--- src/rtl/seller_ctrl.sv ---
// Vending-machine seller controller: coin credit, product vend handshake, change payout.
// Optional vend timeout with refund is enabled by defining SELLER_TIMEOUT_EN.
module seller_ctrl #(
  parameter int PRICE_A  = 3,
  parameter int PRICE_B  = 5,
  parameter int CREDIT_W = 4
) (
  input  logic                i_clk,
  input  logic                i_rst,
  input  logic                i_d1,
  input  logic                i_d2,
  input  logic                i_d3,
  input  logic                i_sel_a,
  input  logic                i_sel_b,
  input  logic                i_cancel,
  input  logic                i_vend_ack,
  input  logic                i_chg_ack,
  output logic                o_vend_req,
  output logic                o_vend_id,
  output logic                o_chg_req,
  output logic [CREDIT_W-1:0] o_credit,
  output logic                o_coin_rej,
  output logic                o_busy,
  output logic                o_fault
);

  typedef enum logic [1:0] {S_IDLE, S_VEND, S_CHANGE} state_t;

  localparam logic [CREDIT_W:0]   LP_MAX     = {1'b0, {CREDIT_W{1'b1}}};
  localparam logic [CREDIT_W-1:0] LP_PRICE_A = CREDIT_W'(PRICE_A);
  localparam logic [CREDIT_W-1:0] LP_PRICE_B = CREDIT_W'(PRICE_B);

  state_t              r_state;
  logic                r_vend_req;
  logic                r_vend_id;
  logic                r_chg_req;
  logic [CREDIT_W-1:0] r_credit;
  logic                r_coin_rej;
  logic                r_busy;
`ifdef SELLER_TIMEOUT_EN
  logic                r_fault;
  logic [3:0]          r_tmo;
`endif

  logic                w_any_coin;
  logic                w_extra_coin;
  logic [2:0]          w_coin_val;
  logic [CREDIT_W:0]   w_sum;
  logic                w_sat;
  logic                w_sel_any;
  logic [CREDIT_W-1:0] w_sel_price;
  logic                w_sel_ok;
  logic                w_cancel_ok;
  logic                w_coin_take;
  logic [CREDIT_W-1:0] w_vend_price;
  logic [CREDIT_W-1:0] w_remain;

  // Only the highest-priority coin can be banked; any other coin in the same cycle bounces.
  assign w_any_coin   = i_d1 | i_d2 | i_d3;
  assign w_extra_coin = (i_d1 & (i_d2 | i_d3)) | (i_d2 & i_d3);
  assign w_coin_val   = i_d1 ? 3'd1 : (i_d2 ? 3'd2 : (i_d3 ? 3'd4 : 3'd0));
  assign w_sum        = {1'b0, r_credit} + (CREDIT_W+1)'(w_coin_val);
  assign w_sat        = (w_sum > LP_MAX);

  // sel_a outranks sel_b; a selection pulse always blocks coin intake that cycle.
  assign w_sel_any    = i_sel_a | i_sel_b;
  assign w_sel_price  = i_sel_a ? LP_PRICE_A : LP_PRICE_B;
  assign w_sel_ok     = w_sel_any && (r_credit >= w_sel_price);
  assign w_cancel_ok  = i_cancel && (r_credit != '0) && !w_sel_ok;
  assign w_coin_take  = w_any_coin && !w_sel_any && !w_cancel_ok && !w_sat;

  assign w_vend_price = r_vend_id ? LP_PRICE_B : LP_PRICE_A;
  assign w_remain     = r_credit - w_vend_price;

  always_ff @(posedge i_clk) begin
    if (i_rst) begin
      r_state    <= S_IDLE;
      r_vend_req <= 1'b0;
      r_vend_id  <= 1'b0;
      r_chg_req  <= 1'b0;
      r_credit   <= '0;
      r_coin_rej <= 1'b0;
      r_busy     <= 1'b0;
`ifdef SELLER_TIMEOUT_EN
      r_fault    <= 1'b0;
      r_tmo      <= '0;
`endif
    end else begin
      r_coin_rej <= 1'b0;
`ifdef SELLER_TIMEOUT_EN
      r_fault    <= 1'b0;
`endif
      case (r_state)
        S_IDLE: begin
          r_coin_rej <= w_any_coin && (!w_coin_take || w_extra_coin);
          if (w_sel_ok) begin
            r_state    <= S_VEND;
            r_vend_req <= 1'b1;
            r_vend_id  <= ~i_sel_a;
            r_busy     <= 1'b1;
`ifdef SELLER_TIMEOUT_EN
            r_tmo      <= '0;
`endif
          end else if (w_cancel_ok) begin
            r_state   <= S_CHANGE;
            r_chg_req <= 1'b1;
            r_busy    <= 1'b1;
          end else if (w_coin_take) begin
            r_credit <= w_sum[CREDIT_W-1:0];
          end
        end

        S_VEND: begin
          r_coin_rej <= w_any_coin;
          if (i_vend_ack) begin
            r_vend_req <= 1'b0;
            r_credit   <= w_remain;
            if (w_remain != '0) begin
              r_state   <= S_CHANGE;
              r_chg_req <= 1'b1;
            end else begin
              r_state <= S_IDLE;
              r_busy  <= 1'b0;
            end
          end
`ifdef SELLER_TIMEOUT_EN
          // Counter holds 14 on the 15th cycle after vend_req rose: give up and refund.
          else if (r_tmo == 4'd14) begin
            r_vend_req <= 1'b0;
            r_fault    <= 1'b1;
            r_state    <= S_CHANGE;
            r_chg_req  <= 1'b1;
          end else begin
            r_tmo <= r_tmo + 4'd1;
          end
`endif
        end

        S_CHANGE: begin
          r_coin_rej <= w_any_coin;
          if (i_chg_ack) begin
            r_credit <= r_credit - 1'b1;
            if (r_credit <= CREDIT_W'(1)) begin
              r_state   <= S_IDLE;
              r_chg_req <= 1'b0;
              r_busy    <= 1'b0;
            end
          end
        end

        default: begin
          r_state    <= S_IDLE;
          r_vend_req <= 1'b0;
          r_chg_req  <= 1'b0;
          r_busy     <= 1'b0;
        end
      endcase
    end
  end

  assign o_vend_req = r_vend_req;
  assign o_vend_id  = r_vend_id;
  assign o_chg_req  = r_chg_req;
  assign o_credit   = r_credit;
  assign o_coin_rej = r_coin_rej;
  assign o_busy     = r_busy;
`ifdef SELLER_TIMEOUT_EN
  assign o_fault    = r_fault;
`else
  assign o_fault    = 1'b0;
`endif

endmodule

--- config.mk ---
export PLATFORM = sky130hd
export DESIGN_NAME = seller_ctrl
export DESIGN_NICKNAME = d
export VERILOG_FILES = /design/src/rtl/seller_ctrl.sv
export SDC_FILE = /design/constraint.sdc
export NUM_CORES = 1
export LEC_CHECK = 0
export BUFFER_PORTS_ARGS = -buffer_cell sky130_fd_sc_hd__buf_4
export CORE_UTILIZATION = 50
export DETAILED_ROUTE_END_ITERATION = 6
export GPL_TIMING_DRIVEN = 0
export PLACE_DENSITY = 0.73
export SETUP_SLACK_MARGIN = 0.5
export SYNTH_ARGS = -nofsm -noshare
export SYNTH_HDL_FRONTEND = slang
export SYNTH_SLANG_ARGS = --single-unit
--- constraint.sdc ---
create_clock -name i_clk -period 2.2 [get_ports i_clk]
set_input_delay 0 -clock i_clk [delete_from_list [all_inputs] [get_ports i_clk]]
set_output_delay 0 -clock i_clk [all_outputs]
set_load 0.02 [all_outputs]
Yosys cells after proc, flatten, opt, wreduce, memory -nomap -nowiden
Index checks and enable logic that the tools add are counted.

Register bits after elaboration: 11. Latch bits: 0. RAM bits: 0. ROM bits: 0. Input bits: 10. Output and inout port bits: 10. Logic and storage cells: 92. Memories: 0.

Add/sub/neg operators: 3. $mul: 0. Div/mod/pow operators: 0. $lt $le $gt $ge: 3. Equality and inequality tests: 13. Shifts and indexed selects: 0. Multiplexer cells: 33. Bitwise gates (word level): 9. Reduce and logical (&&, ||, !) cells: 24.

Operators with widths (count): two-way mux 4 bit (5); != test 2 bit, second input constant (10); two-way mux 3 bit (5); two-way mux 2 bit (6); case mux 4 bit (3 select lines) (1); AND reduction 6 bit (2); two-way mux 1 bit (11); case mux 1 bit (3 select lines) (3); nonzero test 4 bit (2); logical AND 1 bit (7); case mux 2 bit (3 select lines) (1); adder 4 x 3 -> 5 bit (1); greater-than comparator 5 x 4 -> 1 bit, second input constant (1); logical NOT 1 bit (5); bitwise OR 1 bit (5); AND reduction 5 bit (1); >= comparator 4 x 3 -> 1 bit (1); less-or-equal comparator 4 x 1 -> 1 bit, second input constant (1); AND reduction 4 bit (1); subtractor 4 x 1 -> 4 bit, second input constant (1); subtractor 4 x 3 -> 4 bit (1); != test 3 bit, second input constant (1); AND reduction 3 bit (1); nonzero test 3 bit (1); 9 further kinds (11).

Longest topological paths before layout
Gate-level depths: netlist (run 1).

Word-level depth: 12. Depth in mapped cells: 8. Gate-level depth less buffers: 7.

Least setup slack after synthesis (run 1)
No wires, ideal clock.

Path type: register to register. Start: register r_credit[2] (netlist: o_credit[2]). End: register r_busy (netlist: o_busy). Library setup time: 0.072 ns. Data arrival time: 1.994 ns. Data required time: 2.128 ns. Setup slack: 0.134 ns. Cell stages (with the launch flop): 7. Buffers on the path: 0. Clock period less this slack: 2.066 ns. Path through: dfxtp_1 -> ha_1 -> xor2_1 -> a2111oi_0 -> nor2_1 -> a21oi_2 -> mux2i_1.

Cells in the longest elaborated chain, start to end: 6. Elaborated cells between the ends (all ways): 15.

Ends and longest elaborated chain: start, declared (RTL line 37) `logic [CREDIT_W-1:0] r_credit;`; start signal, assigned (RTL line 109) `r_credit <= w_sum[CREDIT_W-1:0];`; start signal, assigned (RTL line 117) `r_credit <= w_remain;`; start signal, assigned (RTL line 142) `r_credit <= r_credit - 1'b1;`; >= comparator 4 x 3 -> 1 bit (RTL line 68) `assign w_sel_ok = w_sel_any && (r_credit >= w_sel_price);`; logical AND 1 bit (RTL line 68); logical NOT 1 bit (RTL line 69) `assign w_cancel_ok = i_cancel && (r_credit != '0) && !w_sel_ok;`; logical AND 1 bit (RTL line 69); != test 3 bit (no source line); AND reduction 5 bit (no source line); end signal, assigned (RTL line 83) `r_busy <= 1'b0;`; end signal, assigned (RTL line 100) `r_busy <= 1'b1;`; end signal, assigned (RTL line 107) `r_busy <= 1'b1;`; end, declared (RTL line 39) `logic r_busy;`.

Several ways; a longest one is shown, not always the timed one. A chain may end at the register's enable or synchronous reset.

Worst setup path in the final report (run 1)
Start: register r_credit[0] (netlist: o_credit[0]). End: register r_credit[2] (netlist: o_credit[2]).

Cells in the longest elaborated chain, start to end: 9. Elaborated cells between the ends (all ways): 24.

Ends and longest elaborated chain: parallel branches: the longest is 9 deep, another holds adder 4 x 3 -> 5 bit.

Parallel ways; which one is timed is not known. The select of a mux whose other input is x is not followed.

==> flow_summary_export.csv, run 1 <==
group,metric,value,unit
status,status,"finished, final reports clean",
sta,setup_violations,0,
sta,period_share,0.877,
sta,finalCriticalPeriod,1.93,ns
sta,final_hold_viol_count,0,
synthesis,ys_seq_elements,11,
synthesis,syn_avg_cell_area,8.21,µm²
sta,worst_slew_pin_slew,0.558,ns
floorplanning,std_cell_rows,16,
synthesis,yosys.area_share.xor_xnor,0.0404,
finish,diodes,0,
synthesis,ys_seq_area_frac,0.203,
clock_tree,cts_inserted_buffers,3,
global_route,grt_max_degree,11,
sta,final_max_slew_viol_count,0,
placed_design,io_buffers,18,
clock_tree,cts-root-buf,"clkbuf_4",
route,ant_nets,0,
critical_path,worst_setup_path_start_kind,"flip-flop",
floorplanning,die_area,0.00236,mm²
clock_tree,insertion_delay,0.28,ns
critical_path,cp-end-kind,"flip-flop",
global_route,grt_antenna_before_repair,0,
critical_path,critPathBufInv,0,
synthesis,synth_ff_type,"dfxtp_1",
global_route,grt_pass1_vias,1025,
route,drtPass1Iterations,4,
clock_tree,cts_tree,"built",
placed_design,finalWeightedCongestion,0.758,
power_and_ir_drop,power_per_cell_area,1470,mW/mm²
global_route,grt.overflow.total,0,
synthesis,synth_enable_flop_cells,0,
synthesis,netlist_instances,132,
global_route,track_usage,0.280,
placed_design,hpwl,2.00,mm
critical_path,worstPathRequired,2.39,ns
floorplanning,core,0.00200,mm²
synthesis,synth_top_family_by_area,"compound AO/OA/AOI/OAI gates",
sta,fmax,0.518,GHz
route,vias_per_cell,5.92,
synthesis,synthAdderAreaFrac,0.210,
synthesis,synth_compound_area_frac,0.255,
synthesis,ys_warn_count,0,
route,wl_per_cell,16.9,µm
finish,drive_gt1_frac,0.449,
route,drc_errors,0,
run,drv_cap,0,
global_route,grt_pass1_wl,4.91,mm
finish,syn2layout_area_growth,49.4,%
sta,maxSlewHeadroom,0.628,
sta,fin_ws,0.270,ns
clock_tree,clock-sinks,11,
critical_path,critPathArrivalTime,2.12,ns
floorplanning,die-height,48.6,µm
synthesis,async_flop_share,0,
critical_path,critical_path_class,"flip-flop to flip-flop",
sta,setup-tns-final,0,ns
placed_design,dp_slack,0.300,ns
floorplanning,die_w,48.6,µm
synthesis,synth-simple-area-share,0.208,
synthesis,synth.area.mux_share,0.00924,
critical_path,cp_top_family,"compound AO/OA/AOI/OAI gates",
critical_path,crit_chain,"ha_4 > fa_2 > nand3_2 > and3_4 > a31oi_4 > a211o_1 > a21oi_1",
route,vias,1148,
sta,rsz0062_at_grt,"yes",
synthesis,netlist_area,0.00108,mm²
finish,layout.nets,195,
synthesis,syn_nets,159,
sta,skew,0.0137,ns
critical_path,cp_max_fo,7,
worst_hold_path,hold_path_class,"input port to flip-flop",
power_and_ir_drop,leakage,0.658,nW
route,drt_iter0_markers,26,
clock_tree,clkTransAtPathRegs,0.09,ns
critical_path,slowest_delay,0.40,ns
synthesis,ys_types,43,
route,wl,3.28,mm
floorplanning,pin_count,20,
critical_path,slowest_stage,"dfxtp_4",
power_and_ir_drop,vdd_drop_max,1.05,mV
clock_tree,ctsHtreeMaxLevel,1,
floorplanning,initial_core_util,0.541,
clock_tree,clock_path_buffers,2,
## cells by family after synthesis
group                    after synthesis
AND/OR/NAND/NOR                       43
AO/OA/AOI/OAI                         37
adder cells (fa/ha/maj)               17
buffers and inverters                 17
flip-flops                            11
XOR/XNOR                               5
other                                  1
multiplexers                           1
## worst register-to-register path, stage by stage (launching register included)
cell	delay [ns]
dfxtp_4	0.40
ha_4	0.18
fa_2	0.38
nand3_2	0.09
and3_4	0.20
a31oi_4	0.13
a211o_1	0.27
a21oi_1	0.20
## Yosys cell counts (2+ instances only)
master | n | share of area
a211oi_1 | 3 | 0.021
nor3_1 | 6 | 0.028
nand2_1 | 6 | 0.021
a211o_1 | 2 | 0.016
a31oi_1 | 2 | 0.012
a21oi_1 | 10 | 0.046
ha_1 | 15 | 0.17
o21ai_0 | 4 | 0.018
inv_1 | 10 | 0.035
fa_1 | 2 | 0.037
dfxtp_1 | 11 | 0.20
nand3_1 | 5 | 0.023
clkbuf_1 | 4 | 0.014
a22oi_1 | 3 | 0.021
nor2b_1 | 3 | 0.017
a21o_1 | 2 | 0.014
nor2_1 | 12 | 0.042
xor2_1 | 4 | 0.032
nor4_1 | 2 | 0.012
nand2b_1 | 3 | 0.017
## metal layers
layer / up-vias / global-route usage / share of wire
li1: 544 / - / -
met3: 13 / 0.0503 / 0.051
met2: 48 / 0.493 / 0.51
met5: - / 0 / 0
met1: 543 / 0.326 / 0.39
met4: 0 / 0.132 / 0.041
## cell type report
cell class | count | area, µm²
multi-input cells | 104 | 996
clock buffers | 4 | 26.3
flip-flops and latches | 11 | 238
repair buffers | 31 | 235
well taps | 27 | 33.8
fillers | 141 | 383
plain buffers | 7 | 47.5
inverters | 10 | 42.5
## cell usage in the layout, fill, tap and decap left out, drive strengths merged, types with 2 or more instances in the layout
cell    Yosys  layout
a211o       2       2
a21oi      11      11
dfxtp      11      11
nand2       6       6
nor3        6       6
inv        10      10
nand2b      3       3
o21ai       4       4
buf         3      33
nor4        3       3
a21o        2       2
a31oi       3       3
nor2       12      12
a22oi       3       3
fa          2       2
clkbuf      4       8
xor2        4       4
nand3       5       5
nor2b       4       4
a211oi      3       3
ha         15      15
## where the power goes
group / leakage (nW) / switching [mW] / internal [mW]
clock network: 0.0150 / 0.0778 / 0.0704
registers: 0.0939 / 0.121 / 0.300
logic: 0.549 / 0.977 / 0.838
## path summary, 6_finish.rpt
| path | startpoint | to | slack [ns] | cells after the start |
|---|---|---|---|---|
| min | i_rst | o_busy$_SDFFE_PP0P_ | 0.007 | 3 |
| min reg2reg | r_state[1]$_SDFFE_PP0P_ | r_state[1]$_SDFFE_PP0P_ | 0.48 | 2 |
| max reg2reg | o_credit[0]$_SDFFE_PP0P_ | o_credit[2]$_SDFFE_PP0P_ | 0.27 | 7 |
| max | o_credit[0]$_SDFFE_PP0P_ | o_credit[2]$_SDFFE_PP0P_ | 0.27 | 7 |
## sequential cells by signal (all words and copies together), names as in the netlist
register / cells
o_vend_id: 1
o_coin_rej: 1
r_state: 2
o_busy: 1
o_credit: 4
o_chg_req: 1
o_vend_req: 1
## repair_timing
item	4_1_cts	5_1_grt
endpoints found under the hold margin	1	0
pin swaps	8	10
buffers inserted	9	3
gates resized for setup	16	18
endpoints found under the setup margin	10	8
hold buffers	1	0
## stage by stage
step | hold slack (ns) | power (mW) | utilization | area [µm²] | std cells
after global routing | 0.0410 | 2.54 | 0.809 | 1620 | 194
after floorplan | 0.106 | 1.35 | - | 1160 | 132
final | 0.00738 | 2.38 | 0.809 | 1620 | 194
after CTS | 0.00500 | 2.10 | 0.754 | 1510 | 191
after global placement | 0.225 | 1.64 | 0.666 | 1330 | 177
after detailed placement | 0.230 | 1.68 | 0.666 | 1330 | 177
No activity file was read; power rests on OpenSTA's default activity.
==> run 2: changes to the inputs <==
- CAP_MARGIN: not set -> 20
- CORE_MARGIN: not set -> 2
- clock period: 2.2 -> 2.4 ns (I/O delays scaled with it)
==> run 2 against run 1 <==
  * Fmax up 0.23%
  * Clock skew down 0.0076 ns
  * Non-clock buffer count down 9
  * Combinational power down 24%
  * Total power down 20%
  * Critical path depth unchanged
  * Design area down 8.0%
==> flow_summary_export.csv, run 2 (synthesis results as in run 1) <==
group,metric,value,unit
sta,fmax,0.519,GHz
clock_tree,cts_tree,"built",
power_and_ir_drop,switchingPower,0.961,mW
sta,worst_slew_pin_slew,0.530,ns
critical_path,r2r_end,"o_busy$_SDFFE_PP0P_",
route,wl,2.80,mm
power_and_ir_drop,clock_power_share,0.068,
finish,diodes,0,
finish,drive_gt1_frac,0.392,
clock_tree,cts-root-buf,"clkbuf_4",
critical_path,r2r_slack,0.47,ns
worst_hold_path,hold_path_end,"o_busy$_SDFFE_PP0P_",
clock_tree,cts_inserted_buffers,3,
critical_path,critPathBufInv,1,
sta,final_hold_viol_count,0,
global_route,grt_pass1_vias,991,
route,ant_nets,0,
critical_path,r2r-start,"o_credit[0]$_SDFFE_PP0P_",
power_and_ir_drop,leakage,0.605,nW
global_route,track_usage,0.220,
sta,skew,0.00605,ns
route,drt_iter0_markers,33,
critical_path,slowest_delay,0.39,ns
finish,final_common_cell,"buf_4",
floorplanning,initial_core_util,0.541,
global_route,grt_pass1_wl,4.29,mm
critical_path,crit_chain,"inv_2 > ha_1 > nor2_1 > o41a_1 > a311o_1 > a21oi_2 > mux2i_1",
clock_tree,clock-sinks,11,
placed_design,finalWeightedCongestion,0.812,
placed_design,hpwl,1.95,mm
route,wl_per_cell,15.1,µm
finish,layout_common_cells,"buf_4 (23), ha_1 (13), nor2_1 (12), a21oi_1 (7)",
clock_tree,insertion_delay,0.27,ns
critical_path,worstPathRequired,2.61,ns
critical_path,cp-end-kind,"flip-flop",
sta,setup_violations,0,
route,drtPass1Iterations,4,
route,drc_errors,0,
power_and_ir_drop,swShare,0.505,
worst_hold_path,hold_path_depth,3,
critical_path,r2r_cells,7,
run,drv_cap,0,
sta,final_max_slew_viol_count,0,
floorplanning,pin_count,20,
sta,maxSlewHeadroom,0.647,
global_route,grt.overflow.total,0,
global_route,grt_antenna_before_repair,0,
placed_design,io_buffers,18,
power_and_ir_drop,p_int,0.941,mW
sta,period_share,0.802,
worst_hold_path,worstHoldStart,"i_rst",
critical_path,cp_max_fo,8,
clock_tree,clock_path_buffers,2,
power_and_ir_drop,p_comb_frac,0.726,
floorplanning,die_w,50.6,µm
critical_path,critPathArrivalTime,2.13,ns
critical_path,worst_setup_path_start_kind,"flip-flop",
critical_path,slowest_stage,"dfxtp_4",
sta,setup-tns-final,0,ns
sta,finalCriticalPeriod,1.93,ns
finish,layout.nets,186,
floorplanning,die-height,50.6,µm
floorplanning,std_cell_rows,16,
power_and_ir_drop,vdd_drop_max,0.752,mV
worst_hold_path,hold_path_class,"input port to flip-flop",
critical_path,cp_top_family,"compound AO/OA/AOI/OAI gates",
floorplanning,core,0.00200,mm²
route,vias,1047,
finish,largest_register_ffs,4,
sta,rsz0062_at_grt,"yes",
floorplanning,die_area,0.00256,mm²
status,status,"finished, final reports clean",
route,vias_per_cell,5.66,
critical_path,critical_path_class,"flip-flop to flip-flop",
power_and_ir_drop,pwr-share-seq,0.207,
clock_tree,clkTransAtPathRegs,0.08,ns
power_and_ir_drop,power_per_cell_area,1280,mW/mm²
finish,syn2layout_area_growth,37.4,%
global_route,grt_max_degree,11,
finish,fin_util,0.744,
clock_tree,ctsHtreeMaxLevel,1,
[run 2: cell count changes in the layout (fill, tap and decap cells not counted), moves of 3 or more]
cell,previous run,this run
inv_2,1,4
ha_1,10,13
buf_4,32,23
ha_4,5,2
[run 2: repair_timing]
action / in CTS / in global routing
pin swaps: 4 / 9
setup buffers: 0 / 3
endpoints found under the hold margin: 1 / 0
hold buffers: 1 / 0
cloned: 0 / 0
gates resized for setup: 19 / 23
setup endpoints to repair: 8 / 8
[run 2: worst reg2reg max path: cells and delay by family, from the launching register on]
kind                       cells  cell delay, ns
and+or+nand+nor                1            0.07
DFF                            1            0.39
AOI/OAI and AO/OA              3            0.94
adders and majority gates      1            0.18
buffers and inverters          1            0.09
muxes                          1            0.20
[run 2: through the flow]
step	cells	total power [mW]	hold WS (ns)	area, µm²	setup slack, ns
after global routing	185	2.05	0.0316	1490	0.356
after global placement	177	1.42	0.229	1260	0.385
final	185	1.90	0.00892	1490	0.474
after floorplan	132	1.17	0.109	1090	0.501
after CTS	182	1.71	0.00389	1380	0.485
after detailed placement	177	1.46	0.236	1260	0.333
[run 2: final cells by class]
type                       count  area, µm²
buffer                         7       50.0
clock buffer                   3       22.5
clock inverter                 1       5.00
fill                         153        513
inverter                      10       37.5
multi-input combinational    104        937
sequential                    11        235
tap                           27       33.8
timing repair buffer          22        168
[run 2: routing by layer]
metal  GRT usage  share of wire  vias to the layer above
li1            -              -                      527
met1       0.255           0.43                      494
met2       0.428           0.53                       26
met3      0.0446          0.036                        0
met4      0.0135              0                        0
met5           0              0                        -
[run 2: power by group through the flow]
stage / Sequential (mW) / Combinational (mW) / Clock (mW)
floorplan: 0.418 / 0.749 / 0
global placement: 0.375 / 1.05 / 0
detailed placement: 0.383 / 1.07 / 0
CTS: 0.385 / 1.19 / 0.134
global route: 0.410 / 1.50 / 0.134
finish: 0.394 / 1.38 / 0.129
[run 2: worst max-delay path by stage]
stage | startpoint | end | slack (ns) | cells past startpoint
after floorplan | o_credit[0]$_SDFFE_PP0P_ | o_busy$_SDFFE_PP0P_ | 0.50 | 6
after global placement | o_credit[0]$_SDFFE_PP0P_ | o_busy$_SDFFE_PP0P_ | 0.38 | 6
after detailed placement | o_credit[0]$_SDFFE_PP0P_ | o_chg_req$_SDFFE_PP0P_ | 0.33 | 6
after CTS | o_credit[1]$_SDFFE_PP0P_ | r_state[1]$_SDFFE_PP0P_ | 0.48 | 7
after global routing | o_vend_id$_SDFFE_PP0P_ | o_busy$_SDFFE_PP0P_ | 0.36 | 6
final | o_credit[0]$_SDFFE_PP0P_ | o_busy$_SDFFE_PP0P_ | 0.47 | 7
==> run 3: changes to the inputs <==
- clock period: 2.4 -> 1.8 ns (I/O delays scaled with it)
==> run 3 against run 2 <==
  * The run now ends with negative setup slack left
  * Combinational power increased by 88%
  * Global-route usage increased by 8.1 points
  * Fmax decreased by 2.8%
  * Non-clock buffer count increased by 24
  * Via count increased by 26%
  * Largest cell class unchanged
  * Utilization increased by 17 points
  * Count of clock-buffer cells in the layout increased by 1
  * Highest routed layer is now met4
  * Die area unchanged
  * Critical path depth unchanged
  * Flip-flop and latch count unchanged
  * Total power increased by 74%
  * Clock skew decreased by 0.00057 ns
==> flow_summary_export.csv, run 3 (synthesis results as in run 1) <==
group,metric,value,unit
finish,largest_register_ffs,4,
floorplanning,std_cell_rows,16,
placed_design,finalWeightedCongestion,0.827,
global_route,grt_pass1_wl,5.75,mm
power_and_ir_drop,leakage,0.745,nW
critical_path,worstPathRequired,2.00,ns
placed_design,io_buffers,18,
clock_tree,cts-root-buf,"clkbuf_4",
sta,final_hold_viol_count,0,
sta,maxSlewHeadroom,0.613,
critical_path,cp-end-kind,"flip-flop",
floorplanning,pin_count,20,
route,drtPass1Iterations,4,
worst_hold_path,hold_path_class,"input port to flip-flop",
finish,stdcell_count,209,
floorplanning,core,0.00200,mm²
clock_tree,ctsHtreeMaxLevel,1,
critical_path,r2r_end,"o_credit[1]$_SDFFE_PP0P_",
critical_path,critPathArrivalTime,2.18,ns
run,drv_cap,0,
sta,setup_violations,8,
finish,diodes,0,
clock_tree,cts_tree,"built",
sta,finalCriticalPeriod,1.98,ns
route,wl_per_cell,21.2,µm
critical_path,worst_setup_path_start_kind,"flip-flop",
sta,period_share,1.10,
global_route,grt_max_degree,11,
finish,layout_common_cells,"buf_4 (40), nor2_1 (8), ha_1 (7), ha_4 (7)",
sta,final_max_slew_viol_count,0,
finish,syn2layout_area_growth,68.9,%
clock_tree,clock_path_buffers,2,
critical_path,cp-startpoint,"o_credit[0]$_SDFFE_PP0P_",
floorplanning,die-height,50.6,µm
status,status,"finished with violations",
critical_path,r2r_cells,7,
route,vias_per_cell,6.33,
route,drt_iter0_markers,41,
sta,fmax,0.505,GHz
floorplanning,die_area,0.00256,mm²
clock_tree,clock-sinks,11,
critical_path,crit_end,"o_credit[1]$_SDFFE_PP0P_",
floorplanning,initial_core_util,0.541,
clock_tree,insertion_delay,0.29,ns
finish,layout.nets,210,
sta,fin_ws,-0.181,ns
global_route,grt_pass1_vias,1231,
critical_path,critical_path_class,"flip-flop to flip-flop",
floorplanning,die_w,50.6,µm
power_and_ir_drop,vdd_drop_max,1.48,mV
sta,rsz0062_at_grt,"yes",
global_route,track_usage,0.301,
critical_path,r2r-start,"o_credit[0]$_SDFFE_PP0P_",
clock_tree,clkTransAtPathRegs,0.08,ns
finish,final_common_cell,"buf_4",
route,vias,1323,
critical_path,r2r_slack,-0.18,ns
power_and_ir_drop,power_per_cell_area,1810,mW/mm²
route,wl,4.43,mm
finish,drive_gt1_frac,0.538,
route,ant_nets,0,
critical_path,cp_max_fo,7,
sta,worst_slew_pin_slew,0.580,ns
status,violations,"negative setup slack",
worst_hold_path,hold_path_depth,4,
sta,skew,0.00548,ns
placed_design,hpwl,1.96,mm
global_route,grt_antenna_before_repair,0,
global_route,grt.overflow.total,0,
power_and_ir_drop,total_power,3.32,mW
route,drc_errors,0,
finish,nFillCells,82,
clock_tree,cts_inserted_buffers,3,
placed_design,dp_cells,177,
run 3: repair_timing:
action                                  CTS  global route
hold buffers                              2             0
gates resized for setup                  33            16
endpoints found under the hold margin     2             0
pin swaps                                10            10
buffers inserted                         17             9
endpoints found under the setup margin   11            11
run 3: how the worst min path moves through the flow:
stage / startpoint / endpoint / slack (ns)
after global placement: i_sel_a / o_vend_id$_SDFFE_PP0P_ / 0.23
after global routing: i_cancel / r_state[0]$_SDFFE_PP0P_ / 0.17
after CTS: i_cancel / r_state[0]$_SDFFE_PP0P_ / 0.14
final: i_cancel / r_state[0]$_SDFFE_PP0P_ / 0.15
after floorplan: i_sel_a / o_vend_id$_SDFFE_PP0P_ / 0.11
after detailed placement: i_sel_a / o_vend_id$_SDFFE_PP0P_ / 0.23
run 3: worst max-delay path, cell delays in order, from the launching register on:
cell     delay (ns)
dfxtp_4        0.40
ha_4           0.18
fa_2           0.38
nand3_2        0.10
and3_4         0.20
a31oi_4        0.14
a211o_1        0.29
a21oi_1        0.20
run 3: power breakdown:
group	leakage (nW)	internal (mW)	switching, mW
Clock	0.0150	0.0863	0.102
Combinational	0.635	1.20	1.39
Sequential	0.0942	0.371	0.169
run 3: stage by stage:
step                      worst slack, ns  area (µm²)   util  TNS [ns]  hold slack [ns]
after floorplan                    0.0574        1170      -         0            0.106
after global placement            -0.0772        1340  0.669    -0.281            0.231
after detailed placement           -0.124        1340  0.669    -0.460            0.233
after CTS                         -0.0483        1700  0.847    -0.139            0.139
after global routing               -0.207        1830  0.914     -1.37            0.169
final                              -0.181        1830  0.914    -0.964            0.146
run 3: area by class of cell:
cell class              count  area (µm²)  area share
repair buffers             46         378       0.206
flip-flops and latches     11         240       0.131
inverters                  10        45.0      0.0246
clock buffers               4        26.3      0.0144
well taps                  27        33.8      0.0185
plain buffers               7        56.3      0.0308
multi-input cells         104        1050       0.574
run 3: per-layer routing:
metal  vias up  share of wire  GRT usage
met4         0          0.070      0.140
met1       632           0.39      0.361
li1        581              -          -
met3        35          0.055     0.0506
met2        75           0.49      0.520
met5         -              0          0
